### src/rtl/fraction_divider4_pkg.sv
// Shared widths, iteration count and FSM encoding for the Q1.6 / Q1.3 fraction divider.
package fraction_div_pkg;

  localparam int DW   = 7;  // dividend width, Q1.6
  localparam int VW   = 4;  // divisor / quotient / remainder width, Q1.3
  localparam int ITER = 3;  // quotient magnitude bits produced by DIV

  // Legacy-compatible state codes; the enum below takes its values from these
  localparam logic [2:0] ST_IDLE = 3'd0;
  localparam logic [2:0] ST_LOAD = 3'd1;
  localparam logic [2:0] ST_DIV  = 3'd2;
  localparam logic [2:0] ST_FIX  = 3'd3;
  localparam logic [2:0] ST_DONE = 3'd4;

  typedef enum logic [2:0] {
    IDLE = ST_IDLE,
    LOAD = ST_LOAD,
    DIV  = ST_DIV,
    FIX  = ST_FIX,
    DONE = ST_DONE
  } state_e;

endpackage

### src/rtl/fraction_divider4_if.sv
// Start/Done handshake and operand/result bus of the fraction divider.
interface fraction_divider4_if;

  logic                              St;
  logic [fraction_div_pkg::DW-1:0]   Dividend;
  logic [fraction_div_pkg::VW-1:0]   Divisor;
  logic [fraction_div_pkg::VW-1:0]   Quotient;
  logic [fraction_div_pkg::VW-1:0]   Remainder;
  logic                              V;
  logic                              Done;

  modport master (output St, Dividend, Divisor, input Quotient, Remainder, V, Done);
  modport slave  (input St, Dividend, Divisor, output Quotient, Remainder, V, Done);

endinterface

### src/rtl/fraction_divider4_sign_mag.sv
// Conditional two's-complement negation: gives |x| when negate is the sign bit,
// and applies a sign to a magnitude when negate is the desired sign.
module frac_sign_mag #(
  parameter int W = 4
) (
  input  logic [W-1:0] value,
  input  logic         negate,
  output logic [W-1:0] result
);

  // Negate or pass through; negating zero yields zero, so no negative zero appears
  always_comb begin
    result = value;
    if (negate) begin
      result = ~value + W'(1);
    end else begin
      result = value;
    end
  end

endmodule

### src/rtl/fraction_divider4.sv
// Sequential sign-magnitude restoring divider: Q1.6 dividend / Q1.3 divisor,
// one quotient bit per clock, Q1.3 quotient, remainder in 2^-6 units, overflow flag.
module fraction_divider4
  import fraction_div_pkg::*;
(
  input  logic                CLK,
  input  logic                Rst,
  fraction_divider4_if.slave  bus
);

  state_e            state_r;
  logic [DW-1:0]     dividend_r;
  logic [VW-1:0]     divisor_r;
  logic [DW-1:0]     pr_r;        // partial remainder magnitude
  logic [ITER-1:0]   q_r;         // quotient magnitude, MSB first
  logic [1:0]        cnt_r;
  logic [VW-1:0]     quotient_r;
  logic [VW-1:0]     remainder_r;
  logic              v_r;

  logic [DW-1:0]     d_mag_s;
  logic [VW-1:0]     y_mag_s;
  logic [VW-1:0]     q_fix_s;
  logic [VW-1:0]     r_fix_s;
  logic              ovf_s;
  logic [DW:0]       trial_s;

  frac_sign_mag #(.W(DW)) u_abs_dividend (
    .value (dividend_r), .negate (dividend_r[DW-1]), .result (d_mag_s)
  );

  frac_sign_mag #(.W(VW)) u_abs_divisor (
    .value (divisor_r), .negate (divisor_r[VW-1]), .result (y_mag_s)
  );

  frac_sign_mag #(.W(VW)) u_sign_quotient (
    .value  ({1'b0, q_r}),
    .negate (dividend_r[DW-1] ^ divisor_r[VW-1]),
    .result (q_fix_s)
  );

  // Remainder magnitude is below |divisor| <= 8, so three bits hold it
  frac_sign_mag #(.W(VW)) u_sign_remainder (
    .value  ({1'b0, pr_r[2:0]}),
    .negate (dividend_r[DW-1]),
    .result (r_fix_s)
  );

  // Overflow when dividing by zero or when the quotient magnitude would reach 8
  always_comb begin
    ovf_s = 1'b0;
    if (y_mag_s == 4'd0) begin
      ovf_s = 1'b1;
    end else begin
      ovf_s = ({1'b0, d_mag_s} >= {1'b0, y_mag_s, 3'b000});
    end
  end

  // Trial subtraction of the divisor aligned to the current quotient bit
  always_comb begin
    trial_s = {1'b0, pr_r} - ({4'd0, y_mag_s} << (2'd2 - cnt_r));
  end

  // Control FSM and datapath registers
  always_ff @(posedge CLK) begin
    if (Rst) begin
      state_r     <= IDLE;
      dividend_r  <= 7'd0;
      divisor_r   <= 4'd0;
      pr_r        <= 7'd0;
      q_r         <= 3'd0;
      cnt_r       <= 2'd0;
      quotient_r  <= 4'd0;
      remainder_r <= 4'd0;
      v_r         <= 1'b0;
    end else begin
      case (state_r)
        IDLE: begin
          if (bus.St) begin
            dividend_r <= bus.Dividend;
            divisor_r  <= bus.Divisor;
            state_r    <= LOAD;
          end else begin
            state_r    <= IDLE;
          end
        end
        LOAD: begin
          if (ovf_s) begin
            v_r         <= 1'b1;
            quotient_r  <= 4'd0;
            remainder_r <= 4'd0;
            state_r     <= DONE;
          end else begin
            v_r     <= 1'b0;
            pr_r    <= d_mag_s;
            q_r     <= 3'd0;
            cnt_r   <= 2'd0;
            state_r <= DIV;
          end
        end
        DIV: begin
          if (!trial_s[DW]) begin
            pr_r <= trial_s[DW-1:0];
          end
          q_r <= {q_r[ITER-2:0], ~trial_s[DW]};
          if (cnt_r == 2'(ITER - 1)) begin
            cnt_r   <= 2'd0;
            state_r <= FIX;
          end else begin
            cnt_r   <= cnt_r + 2'd1;
            state_r <= DIV;
          end
        end
        FIX: begin
          quotient_r  <= q_fix_s;
          remainder_r <= r_fix_s;
          state_r     <= DONE;
        end
        DONE: begin
          state_r <= IDLE;
        end
        default: begin
          state_r <= IDLE;
        end
      endcase
    end
  end

  assign bus.Quotient  = quotient_r;
  assign bus.Remainder = remainder_r;
  assign bus.V         = v_r;
  assign bus.Done      = (state_r == DONE);

endmodule

### src/flat_wrapper.sv
// flat-port wrapper written by rule: the top's interface ports become plain ports
module fraction_divider4_flat import fraction_div_pkg::*;
  (CLK, Rst, bus_St, bus_Dividend, bus_Divisor, bus_Quotient, bus_Remainder, bus_V, bus_Done);
  fraction_divider4_if bus_i ();
  input  logic CLK;
  input  logic Rst;
  input wire logic [$bits(bus_i.St)-1:0] bus_St;
  input wire logic [$bits(bus_i.Dividend)-1:0] bus_Dividend;
  input wire logic [$bits(bus_i.Divisor)-1:0] bus_Divisor;
  output wire logic [$bits(bus_i.Quotient)-1:0] bus_Quotient;
  output wire logic [$bits(bus_i.Remainder)-1:0] bus_Remainder;
  output wire logic [$bits(bus_i.V)-1:0] bus_V;
  output wire logic [$bits(bus_i.Done)-1:0] bus_Done;
  assign bus_i.St = bus_St;
  assign bus_i.Dividend = bus_Dividend;
  assign bus_i.Divisor = bus_Divisor;
  assign bus_Quotient = bus_i.Quotient;
  assign bus_Remainder = bus_i.Remainder;
  assign bus_V = bus_i.V;
  assign bus_Done = bus_i.Done;
  fraction_divider4 u_core (.CLK(CLK), .Rst(Rst), .bus(bus_i));
endmodule
### config.mk
export PLATFORM = sky130hd
export DESIGN_NAME = fraction_divider4_flat
export DESIGN_NICKNAME = d
export VERILOG_FILES = /design/src/rtl/fraction_divider4_pkg.sv /design/src/rtl/fraction_divider4_if.sv /design/src/rtl/fraction_divider4_sign_mag.sv /design/src/rtl/fraction_divider4.sv /design/src/flat_wrapper.sv
export SDC_FILE = /design/constraint.sdc
export NUM_CORES = 1
export LEC_CHECK = 0
export BUFFER_PORTS_ARGS = -buffer_cell sky130_fd_sc_hd__buf_2
export CAP_MARGIN = 20
export CORE_MARGIN = 2
export CORE_UTILIZATION = 35
export DETAILED_ROUTE_END_ITERATION = 6
export GPL_ROUTABILITY_DRIVEN = 1
export GPL_TIMING_DRIVEN = 0
export PLACE_DENSITY = 0.56
export SLEW_MARGIN = 25
export SYNTH_ARGS = -nofsm -noshare
export SYNTH_HDL_FRONTEND = slang
export SYNTH_SLANG_ARGS = --single-unit
### constraint.sdc
create_clock -name CLK -period 4.5 [get_ports CLK]
set_clock_uncertainty 0.15 [all_clocks]
set_input_delay 0.9 -clock CLK [delete_from_list [all_inputs] [get_ports CLK]]
set_output_delay 0.9 -clock CLK [all_outputs]
set_load 0.01 [all_outputs]
-- Word-level counts from Yosys, hierarchy flattened
Cells that the tools add are included.
- logic and storage cells: 61
- register bits after elaboration: 35
- reductions and logical operators: 8
- add/sub/neg operators: 7
- bitwise operators: 6
- shift-type cells: 1
- eq/ne operators: 8
- $lt $le $gt $ge: 1
- multiplexer cells: 21
- operator list (kind ; count):
    $mux 7 ; 3
    $mux 4 ; 4
    $pmux 4 s2 ; 2
    $pmux 7 s2 ; 1
    $add 4x1->4 const B ; 3
    $pmux 3 s4 ; 1
    $not 3->4 ; 2
    $shl 4x2->8 ; 1
    $sub 7x8->8 ; 1
    $add 7x1->7 const B ; 1
    $ge 7x7->1 ; 1
    $not 7->7 ; 1
    $eq 3x2->1 const B ; 2
    $mux 3 ; 2
    $pmux 3 s2 ; 1
    $reduce_and 2->1 ; 3
    $logic_not 4->1 ; 1
    $mux 1 ; 4
    $mux 2 ; 2
    $ne 2x2->1 const B ; 2
    $not 4->4 ; 1
    $pmux 2 s2 ; 1
    $reduce_bool 2->1 ; 2
    $eq 3x1->1 const B ; 1
    other kinds (9) ; 9

-- Longest topological paths before layout
- word-level depth: 7
- gate-level depth with buffers: 18

-- Cells and area by module
From an unflattened synthesis, not the netlist that was laid out.
- cells, all modules: 305
- area total of the unflattened synthesis: 2488.6 sq um
- modules (own cells, without submodules) (module ; area an instance (sq um) ; cells an instance ; instances ; sequential area each (sq um)):
    fraction_divider4 ; 2122.0 ; 256 ; 1 ; 700.7
    frac_sign_mag (u_core.u_abs_divisor ...) ; 72.6 ; 10 ; 3 ; 0.0
    frac_sign_mag (u_core.u_abs_dividend) ; 148.9 ; 19 ; 1 ; 0.0

-- Worst setup path after synthesis
Ideal clock, no wire load.
- kind: reg-to-reg
- start: reg u_core.cnt_r[0]
- end: reg u_core.pr_r[0]
- required time: 4279 ps
- stages on the path, launching flop included: 16
- period minus slack after synthesis: 3363 ps
- library setup time: 71 ps
- arrival time: 3142 ps
- slack: 1137 ps
- path buffers: 3
- cell sequence: dfxtp_1 > clkbuf_1 > inv_1 > ha_1 > clkbuf_1 > nor2_1 > a21oi_1 > a21oi_1 > ha_1 > or4_1 > o21ai_0 > nand2b_1 > buf_2 > o211ai_1 > a21oi_1 > o2bb2ai_1
- word-level cells in the longest chain between the ends: 5
- elaborated cells on any way between the ends: 7
- classes of those cells: add/sub (2); eq/ne (1); shift (1); mux (2); reduce/logical (1)
- RTL lines (element ; line ; source):
    from (decl) ; fraction_divider4.sv:16 ; logic [1:0] cnt_r;
    from (signal assigned) ; fraction_divider4.sv:110 ; cnt_r <= cnt_r + 2'd1;
    $sub 2x2->2 * ; fraction_divider4.sv:61 ; trial_s = {1'b0, pr_r} - ({4'd0, y_mag_s} << (2'd2 - cnt_r));
    $shl 4x2->8 * ; fraction_divider4.sv:61 ;
    $sub 7x8->8 * ; fraction_divider4.sv:61 ;
    $mux 7 or $ne 2x2->1 (tied branches) ; n/a ;
    $pmux 7 s2 or $reduce_and 3->1 (tied branches) ; n/a ;
    to (signal assigned) ; fraction_divider4.sv:95 ; pr_r <= d_mag_s;
    to (signal assigned) ; fraction_divider4.sv:103 ; pr_r <= trial_s[DW-1:0];
    to (decl) ; fraction_divider4.sv:14 ; logic [DW-1:0] pr_r;
Mark *: on every way between the ends. The rest lies on a longest branch, timed or not. The select of a mux whose other input is x is not followed.
A chain may end at the register's enable or synchronous reset.

-- Worst setup path in the final report
Same ends and word-level chain as after synthesis.

==> run summary <==
Data required time of the critical path = 4.57 ns
Post-synthesis area per instance = 7.65 µm²
RSZ-0062 raised after global routing = no
Critical Path End Type = register
Final worst slack = 0.394 ns
Antenna-violating nets left = 0
Leakage power = 0.950 nW
Sequential element share of the synthesized area = 31.3%
Num CTS Buffers = 5
Number of hold buffers added after CTS = 0
Most common cell after layout, fill and taps aside = nand2_1
Pre-CTS setup slack = 0.428 ns
Power density over the cells = 302 nW/µm²
Port Buf Inserts = 23
Area share of the largest cell type after synthesis = 31.3%
Critical path class = reg2reg
Yosys warning count = 0
Total grt overflow = 0
Final Max Slew Viols = 0
Initial Utilization = 35.7%
Status = finished clean
Min cycle time layout = 4.11 ns
HPWL Detailed = 4.03 mm
Chip height = 84.0 µm
Worst-Margin Slew = 0.792 ns
Top post-synthesis cells by area = dfxtp_1 (31%), ha_1 (9.5%), nand2_1 (7.5%), a21oi_1 (6.3%), nand2b_1 (5.0%)
CTS clk-pin slew, worst paths = 0.08 ns
Worst-Skew Late Latency = 0.29 ns
Layout cells sized above 1 = 12.3%
Sequential power share = 43.5%
Post-CTS Setup Inserts = 0
Peak supply drop = 0.145 mV
CTS sink cnt = 35
Via Count = 2,036
Area grow syn2layout = 13.9%
DR iter-0 viols = 110
Die Width = 84.0 µm
Synthesized flop and latch total = 35
Sw power = 0.239 mW
Clk network pwr share = 33.0%
GRT Total Usage = 16.1%
Mapped Cells = 293
Worst hold margin = 0.310 ns
CTS tree = built
CP Data Arrival Time = 4.17 ns
Max-Cap Viols = 0
Synthesized area = 2240 µm²
Internal Power = 0.534 mW
Nets = 355
Routed vias/inst = 5.08
Final setup viols = 0
CTS Buffer Depth = 2
Drt drc = 0
Switching Fraction = 30.9%
H-tree depth = 2
First-pass GRT wire length = 9.08 mm
Hold Path Class = reg2reg
Number of global-route vias before repair = 1,889
Post-cts gate resize count = 0
Crit path launch type = register
Die Area = 7060 µm²
Routed WL per cell = 13.2 µm
Most frequent cells in the layout = nand2_1 (45), dfxtp_1 (35), a21oi_1 (28), buf_2 (24), nor2_1 (21)
Asr flop ratio synth = 0%
I/O Pins = 24
Antenna cells = 0
Number of flops mapped to enable cells by yosys = 0
Post-synth net total = 325
Synth Flop Type = dfxtp_1
Period utilization = 91.2%
Dominant cell type by area after synthesis = dfxtp_1
Relative slew slack = 46.8%
CP Max Fanout = 10
Num rows = 29
Unique masters post-synth = 48
Initial antenna violation count = 0
WL final = 5.30 mm
Largest net degree at the start of global routing = 11
Comb pwr share = 23.5%
CTS Root Cell = clkbuf_8
Core area = 6280 µm²
Setup TNS = 0 ns
Final Hold Fails = 0
Routability cong. = 0.847
FMAX = 0.244 GHz
Pre-antenna DRT Iters = 4
## per-stage QoR
step,total power [mW],area [µm²],util (%),cells
after floorplan,0.477,2240,-,293
after global placement,0.522,2450,39.1,393
after detailed placement,0.524,2450,39.1,393
after CTS,0.782,2550,40.7,401
after global routing,0.819,2550,40.7,401
final,0.772,2550,40.7,401
## layout make-up
| cell class | instances | area, µm² |
|---|---|---|
| buffer | 12 | 46.3 |
| clock buffer | 8 | 100 |
| fill | 663 | 3720 |
| inverter | 16 | 60.1 |
| multi-input combinational | 230 | 1440 |
| sequential | 35 | 701 |
| tap | 77 | 96.3 |
| timing repair buffer | 23 | 115 |
## worst max-delay path: stages (launching register included)
cell	delay, ns
dfxtp_1	0.34
clkbuf_1	0.28
inv_1	0.22
ha_1	0.32
clkbuf_1	0.29
nor2_1	0.07
a21oi_1	0.17
a21oi_1	0.11
ha_1	0.24
or4_1	0.51
o21ai_0	0.41
nand2b_1	0.16
buf_2	0.22
o211ai_1	0.12
a21oi_1	0.26
o2bb2ai_1	0.15
## kinds of logic after synthesis
| family | after synthesis | share of synthesized area [%] |
|---|---|---|
| adders and majority gates | 19 | 10.9 |
| DFF | 35 | 31.2 |
| and+or+nand+nor | 123 | 26.7 |
| buffers and inverters | 28 | 4.74 |
| AOI/OAI and AO/OA | 74 | 20.8 |
| xor gates and xnor gates | 11 | 4.30 |
| muxes | 3 | 1.40 |
## routing by layer
layer  GRT usage, %  share of wire [%]
met1           21.9                 50
met2           25.3                 45
met4           6.01                1.9
met5              0                  0
met3           3.07                3.0
## Yosys cell counts (2+ instances only)
library cell and instances:
o21ai_1 7, o21a_1 2, xnor2_1 8, o211ai_1 2
nand2_1 45, o21ai_2 2, nand2b_1 18, or4_1 2
clkbuf_1 11, nor4_1 2, nor3_1 7, xor2_1 3
a221oi_1 2, a21oi_1 28, ha_1 17, inv_1 16
a22oi_1 2, a21oi_2 2, nor2_1 21, o21ai_0 13
nor2b_1 4, o311ai_0 2, or3_1 5, mux2i_1 2
o2bb2ai_1 2, and3_1 3, nand3_1 9, dfxtp_1 35
a31oi_1 2
## power by group through the flow
stage / Combinational [mW] / Sequential (mW) / Clock [mW]
2_1_floorplan: 0.138 / 0.340 / 0
3_3_place_gp: 0.180 / 0.343 / 0
3_5_place_dp: 0.181 / 0.343 / 0
4_1_cts: 0.182 / 0.336 / 0.264
5_1_grt: 0.208 / 0.338 / 0.274
6_report: 0.182 / 0.336 / 0.255
## state kept, by name (all words and copies together), names as in the netlist
name	count
u_core.bus.Remainder	4
u_core.divisor_r	4
u_core.bus.Quotient	4
u_core.dividend_r	7
u_core.state_r	3
u_core.q_r	3
u_core.cnt_r	2
u_core.bus.V	1
u_core.pr_r	7
## worst paths after layout
kind | start | end | slack, ns | cells after the start
worst min register to register | u_core.bus.Quotient[2] | u_core.bus.Quotient[2] | 0.31 | 2
worst max register to register | u_core.cnt_r[0] | u_core.pr_r[0] | 0.39 | 15
worst min-delay path | u_core.bus.Quotient[2] | u_core.bus.Quotient[2] | 0.31 | 2
worst max-delay path | u_core.cnt_r[0] | u_core.pr_r[0] | 0.39 | 15
(Power assumes the default switching activity.)
